==> src/rtl/int_to_fp_conv_if.sv <==
// Handshake and operand/result bundle between an integer source and int_to_fp_conv.
// The magnitude width is tied to the exponent width so every nonzero input has a representable exponent.
interface int_to_fp_conv_if #(
  parameter int EXP_W  = 4,
  parameter int FRAC_W = 8
);
  localparam int MAG_W = (1 << EXP_W) - 1;

  logic              start;
  logic              sign_in;
  logic [MAG_W-1:0]  mag_in;
  logic              ready;
  logic              done;
  logic              sign_out;
  logic [EXP_W-1:0]  exp_out;
  logic [FRAC_W-1:0] frac_out;

  modport master (
    output start, sign_in, mag_in,
    input  ready, done, sign_out, exp_out, frac_out
  );

  modport slave (
    input  start, sign_in, mag_in,
    output ready, done, sign_out, exp_out, frac_out
  );
endinterface

==> src/rtl/int_to_fp_conv.sv <==
// Sign-magnitude integer to 0.frac x 2^exp float converter; normalizes one left shift per cycle.
// Results are registered and held until the next conversion writes them.
module int_to_fp_conv #(
  parameter int EXP_W  = 4,
  parameter int FRAC_W = 8
) (
  input  logic clk,
  input  logic reset,
  int_to_fp_conv_if.slave bus
);
  localparam int MAG_W = (1 << EXP_W) - 1;

  localparam logic [1:0] S_IDLE = 2'd0;
  localparam logic [1:0] S_NORM = 2'd1;
  localparam logic [1:0] S_DONE = 2'd2;

  logic [1:0]        state_q, state_d;
  logic [MAG_W-1:0]  shreg_q, shreg_d;
  logic [EXP_W-1:0]  e_q, e_d;
  logic              sign_lat_q, sign_lat_d;
  logic              sign_out_q, sign_out_d;
  logic [EXP_W-1:0]  exp_out_q, exp_out_d;
  logic [FRAC_W-1:0] frac_out_q, frac_out_d;

  always_comb begin
    // NOTE: every variable gets a hold-value default first so no path leaves it unassigned (no latch).
    state_d    = state_q;
    shreg_d    = shreg_q;
    e_d        = e_q;
    sign_lat_d = sign_lat_q;
    sign_out_d = sign_out_q;
    exp_out_d  = exp_out_q;
    frac_out_d = frac_out_q;

    case (state_q)
      S_IDLE: begin
        if (bus.start) begin
          if (bus.mag_in == '0) begin
            // Zero has a single encoding; negative zero is written as positive.
            sign_out_d = 1'b0;
            exp_out_d  = '0;
            frac_out_d = '0;
            state_d    = S_DONE;
          end else begin
            shreg_d    = bus.mag_in;
            e_d        = '1;
            sign_lat_d = bus.sign_in;
            state_d    = S_NORM;
          end
        end
      end
      S_NORM: begin
        if (shreg_q[MAG_W-1]) begin
          // Lower magnitude bits are truncated, not rounded.
          frac_out_d = shreg_q[MAG_W-1 -: FRAC_W];
          exp_out_d  = e_q;
          sign_out_d = sign_lat_q;
          state_d    = S_DONE;
        end else begin
          shreg_d = shreg_q << 1;
          e_d     = e_q - EXP_W'(1);
        end
      end
      S_DONE:  state_d = S_IDLE;
      default: state_d = S_IDLE;
    endcase
  end

  // NOTE: sequential state uses non-blocking assignments so all flops update from pre-edge values.
  always_ff @(posedge clk or negedge reset) begin
    if (!reset) begin
      state_q    <= S_IDLE;
      shreg_q    <= '0;
      e_q        <= '0;
      sign_lat_q <= 1'b0;
      sign_out_q <= 1'b0;
      exp_out_q  <= '0;
      frac_out_q <= '0;
    end else begin
      state_q    <= state_d;
      shreg_q    <= shreg_d;
      e_q        <= e_d;
      sign_lat_q <= sign_lat_d;
      sign_out_q <= sign_out_d;
      exp_out_q  <= exp_out_d;
      frac_out_q <= frac_out_d;
    end
  end

  assign bus.ready    = (state_q == S_IDLE);
  assign bus.done     = (state_q == S_DONE);
  assign bus.sign_out = sign_out_q;
  assign bus.exp_out  = exp_out_q;
  assign bus.frac_out = frac_out_q;
endmodule

==> src/flat_wrapper.sv <==
// flat-port wrapper written by rule: the top's interface ports become plain ports
module int_to_fp_conv_flat 
#(
  parameter int EXP_W  = 4,
  parameter int FRAC_W = 8
)
  (clk, reset, bus_start, bus_sign_in, bus_mag_in, bus_ready, bus_done, bus_sign_out, bus_exp_out, bus_frac_out);
  int_to_fp_conv_if #(.EXP_W(EXP_W), .FRAC_W(FRAC_W)) bus_i ();
  input  logic clk;
  input  logic reset;
  input wire logic [$bits(bus_i.start)-1:0] bus_start;
  input wire logic [$bits(bus_i.sign_in)-1:0] bus_sign_in;
  input wire logic [$bits(bus_i.mag_in)-1:0] bus_mag_in;
  output wire logic [$bits(bus_i.ready)-1:0] bus_ready;
  output wire logic [$bits(bus_i.done)-1:0] bus_done;
  output wire logic [$bits(bus_i.sign_out)-1:0] bus_sign_out;
  output wire logic [$bits(bus_i.exp_out)-1:0] bus_exp_out;
  output wire logic [$bits(bus_i.frac_out)-1:0] bus_frac_out;
  assign bus_i.start = bus_start;
  assign bus_i.sign_in = bus_sign_in;
  assign bus_i.mag_in = bus_mag_in;
  assign bus_ready = bus_i.ready;
  assign bus_done = bus_i.done;
  assign bus_sign_out = bus_i.sign_out;
  assign bus_exp_out = bus_i.exp_out;
  assign bus_frac_out = bus_i.frac_out;
  int_to_fp_conv #(.EXP_W(EXP_W), .FRAC_W(FRAC_W)) u_core (.clk(clk), .reset(reset), .bus(bus_i));
endmodule
==> config.mk <==
export PLATFORM = sky130hd
export DESIGN_NAME = int_to_fp_conv_flat
export DESIGN_NICKNAME = d
export VERILOG_FILES = /design/src/rtl/int_to_fp_conv_if.sv /design/src/rtl/int_to_fp_conv.sv /design/src/flat_wrapper.sv
export SDC_FILE = /design/constraint.sdc
export NUM_CORES = 1
export LEC_CHECK = 0
export CORE_MARGIN = 1
export CORE_UTILIZATION = 50
export DETAILED_ROUTE_END_ITERATION = 8
export PLACE_DENSITY_LB_ADDON = 0.1
export SLEW_MARGIN = 20
export SYNTH_ARGS = -nofsm -noshare
export SYNTH_HDL_FRONTEND = slang
export SYNTH_SLANG_ARGS = --single-unit
export TNS_END_PERCENT = 20
==> constraint.sdc <==
create_clock -name clk -period 3.7 [get_ports clk]
set_clock_uncertainty 0.15 [all_clocks]
set_input_delay 0.37 -clock clk [delete_from_list [all_inputs] [get_ports clk]]
set_output_delay 0.37 -clock clk [all_outputs]
set_load 0.03 [all_outputs]
==> summary.txt, run 1 <==
Setup path
  – Top delay family on crit path: compound AO/OA/AOI/OAI gates
  – Crit path capture type: flip-flop
  – Worst Setup Start Kind: primary input
  – Worst Path Class, Setup: in -> reg
  – Worst EP required: 3840 ps
  – CP max-delay cell: a21oi_1
  – Worst path max stage delay: 870 ps
  – Critical Path Fanout Max: 13
  – Buf/Inv on CP: 1
  – Critical Path, Cell by Cell: clkdlybuf4s50_1, nor4_1, nand4_1, a21oi_1, a221o_2
  – Data arrival, critical path: 2540 ps

Finish
  – Syn-to-layout area delta: 25.67%
  – Layout cells sized above 1: 0.1063
  – Leading cell type in the layout, fill and taps excluded: dfrtp_1
  – Most frequent cells in the layout: dfrtp_1, clkdlybuf4s50_1, and2_1, a22o_1, inv_1
  – N_diodes: 0
  – Layout Nets: 179
  – Post-layout util: 0.6726

Logic synthesis
  – Netlist cell types: 30
  – Gate Count Post-Synth: 124
  – Syn nets: 144
  – Sequential area share after synthesis: 0.5833
  – Syn Area/Cell: 12.11 sq um
  – Mapped Area: 1501 sq um
  – Flops & latches, synth: 35
  – Syn. warnings: 0

Clock tree
  – Post CTS Setup Buffer Count: 0
  – Clock Latency Late Sink: 340 ps
  – Post_cts resized: 0
  – CTS Hold Bufs: 0
  – Clock transition at the registers of the reported paths: 100 ps
  – Clk buf depth: 2
  – CTS buffer count: 5
  – Root Driver: clkbuf_4
  – Clock sink total: 35
  – Max H-tree Level: 2
  – CTS tree: built

STA
  – Setup TNS: 0 ps
  – Rel. slew slack: 0.3062
  – Min cycle time layout: 2406 ps
  – Finish-stage setup viols: 0
  – RSZ-0062 raised after global routing: false
  – Final Max Tran Viols: 0
  – Peak Freq: 415.6 MHz
  – Final Hold Viols: 0
  – Tcrit/Tclk final: 0.6502
  – Worst Tran Pin Value: 1041 ps

Pwr
  – Net switching power: 657.4 uW
  – Sw Share: 0.3973
  – Internal Pwr Total: 997.0 uW
  – PwrDens: 876.8 nW/um^2
  – Worst IR Drop VDD: 0.0003876 V
  – Reg power frac: 0.412
  – Logic pwr share: 0.469
  – Static leakage: 0.8525 nW
  – Clock share of power: 0.119

Floorplan
  – Die area: 3226 sq um
  – Num rows: 19
  – Die width: 56.80 um
  – Core area: 2805 sq um
  – Die Y-Extent: 56.80 um
  – Initial cell density of the core: 0.5352
  – Io pins: 34

Placement
  – Final HPWL DP: 2171 um
  – Port buffer count: 33
  – Final Wtd Congestion: 0.8210

Global routing
  – Number of global-route vias before repair: 1,191
  – Overall global routing resource usage: 0.2239
  – GRT overflow: 0
  – Met3 usage: 0.06912
  – First-pass GRT wire length: 5333 um
  – GRT met1 Usage: 0.2644
  – Busiest layer in global routing: met2
  – Grt met2 use: 0.3759
  – Largest net degree at the start of global routing: 36
  – Initial antenna violation count: 0

Drt
  – Vias per cell: 5.937
  – DRC Markers: 5
  – Drt pass-1 iters: 6
  – Initial DRC count: 37
  – Total wire length: 3162 um
  – DR vias: 1,134
  – DR WL/cell: 16.55 um
  – Antenna Nets Post-Route: 0

Outcome
  – Failing checks: DRC
  – Run status: finished, violations left

Worst hold path
  – Hold Crit Class: in -> async

Job
  – Max Cap Violations: 0
## flip-flops by register name, indices dropped and copies added (netlist names)
signal               count
u_core.shreg_q          15
u_core.bus.frac_out      8
u_core.state_q           2
u_core.sign_lat_q        1
u_core.bus.exp_out       4
u_core.bus.sign_out      1
u_core.e_q               4
## area by class of cell
class / instances / area, sq um
fill: 232 / 918.4
sequential: 35 / 875.8
multi-input combinational: 75 / 550.5
timing repair buffer: 35 / 345.3
clock buffer: 7 / 45.04
tap: 31 / 38.79
inverter: 7 / 26.28
clock inverter: 1 / 5.005
## cells by family after synthesis
group | count (synthesis) | share of synthesized area
compound gates | 38 | 0.2117
fa+ha+maj | 1 | 0.008332
buf+inv | 14 | 0.04999
flops | 35 | 0.5833
mux | 3 | 0.02083
simple gates | 33 | 0.1258
## through the flow
stage               power, mW  setup slack [ps]  hold slack (ps)  area [sq um]  cells
floorplan               1.202              1668           -75.59          1501    124
global placement        1.440              1034            308.9          1837    183
detailed placement      1.467             965.5            324.9          1837    183
CTS                     1.667              1321            288.7          1887    191
global route            1.756              1205            330.0          1887    191
finish                  1.654              1294            285.4          1887    191
## synthesized netlist by cell type (all sizes together)
library cell,number,area share
a22o,12,0.070
a31oi,2,0.0083
nand2,5,0.013
a221o,11,0.077
clkbuf,1,0.0025
a22oi,3,0.015
mux2,1,0.0075
or3,1,0.0042
a211o,1,0.0067
o21ai,3,0.010
nor2,4,0.010
a21oi,4,0.013
and2,13,0.056
and3,2,0.0083
inv,7,0.018
nor3,3,0.010
buf,6,0.030
nor4,4,0.021
dfrtp,35,0.58
a21o,1,0.0050
o31a,1,0.0058
mux2i,2,0.013
ha,1,0.0083
nand4,1,0.0042
## worst paths after layout
kind / startpoint / to / slack, ps / cells past startpoint
max in group asynchronous: reset / u_core.state_q[1] / 2810 / 2
worst max register to register: u_core.state_q[1] / u_core.shreg_q[10] / 1630 / 4
worst min-delay path: reset / u_core.shreg_q[7] / 290 / 2
min in group clk: u_core.bus.frac_out[7] / u_core.bus.frac_out[7] / 350 / 1
worst min register to register: u_core.bus.frac_out[7] / u_core.bus.frac_out[7] / 350 / 1
worst max-delay path: bus_mag_in[6] / u_core.shreg_q[10] / 1290 / 5
## layer usage
metal	wire length [um]	part of all wire
met4	63	0.020
met2	1564	0.49
met5	0	0
met1	1425	0.45
met3	108	0.034
## power by group through the flow
stage	clock [mW]	sequential [mW]	combinational, mW
floorplan	0	0.789	0.413
global placement	0	0.678	0.762
detailed placement	0	0.686	0.781
CTS	0.201	0.680	0.785
global route	0.218	0.703	0.834
finish	0.197	0.681	0.776
Power figures use the tool's default switching activity.
==> run 2: changes to the inputs <==
--- a/config.mk
+++ b/config.mk
@@ -6,7 +6,7 @@
 export NUM_CORES = 1
 export LEC_CHECK = 0
 export CORE_MARGIN = 1
-export CORE_UTILIZATION = 50
+export CORE_UTILIZATION = 49
 export DETAILED_ROUTE_END_ITERATION = 8
 export PLACE_DENSITY_LB_ADDON = 0.1
 export SLEW_MARGIN = 20
==> constraint.sdc (replaced) <==
create_clock -name clk -period 2.3 [get_ports clk]
set_clock_uncertainty 0.15 [all_clocks]
set_input_delay 0.23 -clock clk [delete_from_list [all_inputs] [get_ports clk]]
set_output_delay 0.23 -clock clk [all_outputs]
set_load 0.03 [all_outputs]
==> summary.txt, run 2 (synthesis results as in run 1) <==
Outcome
  – Run status: finished, violations left (unchanged)
  – Failing checks: DRC (unchanged)

Global routing
  – Number of global-route vias before repair: 1,088 (was 1,191)
  – First-pass GRT wire length: 5202 um (was 5333 um)
  – Largest net degree at the start of global routing: 36 (unchanged)
  – GRT overflow: 0 (unchanged)
  – Overall global routing resource usage: 0.2173 (was 0.2239)
  – Initial antenna violation count: 0 (unchanged)

Clock tree
  – Max H-tree Level: 2 (unchanged)
  – Clock transition at the registers of the reported paths: 110 ps (was 100 ps)
  – Clock sink total: 35 (unchanged)
  – CTS tree: built (unchanged)
  – Root Driver: clkbuf_4 (unchanged)
  – Clk buf depth: 2 (unchanged)
  – CTS Hold Bufs: 0 (unchanged)
  – Post CTS Setup Buffer Count: 0 (unchanged)
  – Post_cts resized: 0 (unchanged)
  – CTS buffer count: 5 (unchanged)
  – Clock Latency Late Sink: 340 ps (about the same)

STA
  – Tcrit/Tclk final: 0.8851
  – Min cycle time layout: 2036 ps
  – Final Hold Viols: 0 (unchanged)
  – RSZ-0062 raised after global routing: false (unchanged)
  – Worst Tran Pin Value: 499.8 ps (was 1041 ps)
  – Setup TNS: 0 ps (unchanged)
  – Final Max Tran Viols: 0 (unchanged)
  – Peak Freq: 491.2 MHz
  – Rel. slew slack: 0.6668 (was 0.3062)
  – Finish-stage setup viols: 0 (unchanged)

Pwr
  – Internal Pwr Total: 1.614 mW (was 997.0 uW)
  – Worst IR Drop VDD: 0.0007682 V (was 0.0003876 V)
  – Net switching power: 1.073 mW (was 657.4 uW)
  – Reg power frac: 0.408 (was 0.412)
  – Final Power: 2.688 mW (was 1.654 mW)
  – Static leakage: 0.8560 nW (was 0.8525 nW)
  – PwrDens: 1416 nW/um^2 (was 876.8 nW/um^2)
  – Logic pwr share: 0.473 (was 0.469)
  – Sw Share: 0.3994 (was 0.3973)
  – Clock share of power: 0.119 (about the same)

Setup path
  – Critical Path Fanout Max: 6 (was 13)
  – Worst EP required: 1920 ps (was 3840 ps)
  – Worst Path Class, Setup: reg -> out (was in -> reg)
  – Data arrival, critical path: 1660 ps (was 2540 ps)
  – Worst Setup Start Kind: flip-flop (was primary input)
  – Reg2reg path depth: 5 (was 4)
  – Crit path capture type: primary output (was flip-flop)

Drt
  – Antenna Nets Post-Route: 0 (unchanged)
  – Total wire length: 3151 um (was 3162 um)
  – Initial DRC count: 27 (was 37)
  – DRC Markers: 3 (was 5)
  – DR vias: 1,131 (was 1,134)
  – Drt pass-1 iters: 9 (was 6)
  – Vias per cell: 5.891 (was 5.937)
  – DR WL/cell: 16.41 um (was 16.55 um)

Floorplan
  – Die area: 3290 sq um (was 3226 sq um)
  – Io pins: 34 (unchanged)
  – Die width: 57.36 um (was 56.80 um)
  – Core area: 2829 sq um (was 2805 sq um)
  – Num rows: 19 (unchanged)
  – Die Y-Extent: 57.36 um (was 56.80 um)
  – Initial cell density of the core: 0.5307 (was 0.5352)

Placement
  – Final Wtd Congestion: 0.8116 (was 0.8210)
  – Final HPWL DP: 2230 um (was 2171 um)
  – Port buffer count: 33 (unchanged)
  – Area after DPL: 1844 sq um (was 1837 sq um)

Finish
  – Leading cell type in the layout, fill and taps excluded: dfrtp_1 (unchanged)
  – Fillers: 244 (was 232)
  – N_diodes: 0 (unchanged)
  – Most frequent cells in the layout: dfrtp_1, clkdlybuf4s50_1, and2_1, a22o_1, inv_1 (unchanged)
  – Top reg by flops: u_core.shreg_q (unchanged)
  – Max reg flops: 15 (unchanged)
  – Finished Cell Area: 1898 sq um (was 1887 sq um)
  – Syn-to-layout area delta: 26.42% (was 25.67%)
  – Layout cells sized above 1: 0.1180 (was 0.1063)
  – Layout Nets: 180 (was 179)

Worst hold path
  – Hold Crit Class: in -> async (unchanged)

Job
  – Max Cap Violations: 0 (unchanged)
==> run 2: path summary, 6_finish.rpt <==
check / startpoint / end / slack, ps
setup / recovery: u_core.state_q[1] / bus_done / 260
hold / removal: reset / u_core.e_q[3] / 140
setup reg to reg: u_core.state_q[0] / u_core.shreg_q[9] / 500
hold reg to reg: u_core.bus.frac_out[7] / u_core.bus.frac_out[7] / 340
max in group asynchronous: reset / u_core.state_q[0] / 1550
min in group clk: u_core.bus.frac_out[7] / u_core.bus.frac_out[7] / 340
==> run 2: layer usage <==
metal  routed length (um)  track usage  part of all wire  vias to the layer above
li1                     -            -                 -                      537
met1                 1471       0.2997              0.47                      553
met2                 1474       0.3256              0.47                       35
met3                  161      0.07029             0.051                        6
met4                   44      0.07317             0.014                        0
met5                    0            0                 0                        -
==> run 2: per-stage QoR <==
stage                     utilization  worst slack, ps  instances  hold WS, ps
after global placement         0.6519            60.94        184        314.4
final                          0.6709            264.3        192        136.2
after global routing           0.6709            155.4        192        178.4
after CTS                      0.6709            267.8        192        140.1
after detailed placement       0.6519            27.73        184        316.5
after floorplan                     -            267.6        124       -215.6
==> run 2: cell type report <==
cell class,count,area [sq um],area share
multi-input cells,75,550.5,0.2900
clock buffers,6,41.29,0.02175
clock inverters,2,12.51,0.006592
well taps,31,38.79,0.02044
repair buffers,36,352.8,0.1859
flip-flops and latches,35,875.8,0.4614
inverters,7,26.28,0.01384
==> run 2: power groups by stage <==
stage	clock network [mW]	logic, mW	registers [mW]
after global placement	0	1.24	1.10
after global routing	0.357	1.37	1.13
after detailed placement	0	1.28	1.11
final	0.320	1.27	1.10
after CTS	0.326	1.28	1.10
after floorplan	0	0.665	1.27
==> run 2: worst max-delay path: stages (launching register included) <==
cell	delay, ps
dfrtp_1	430
inv_1	90
nor2_1	120
clkdlybuf4s50_1	690
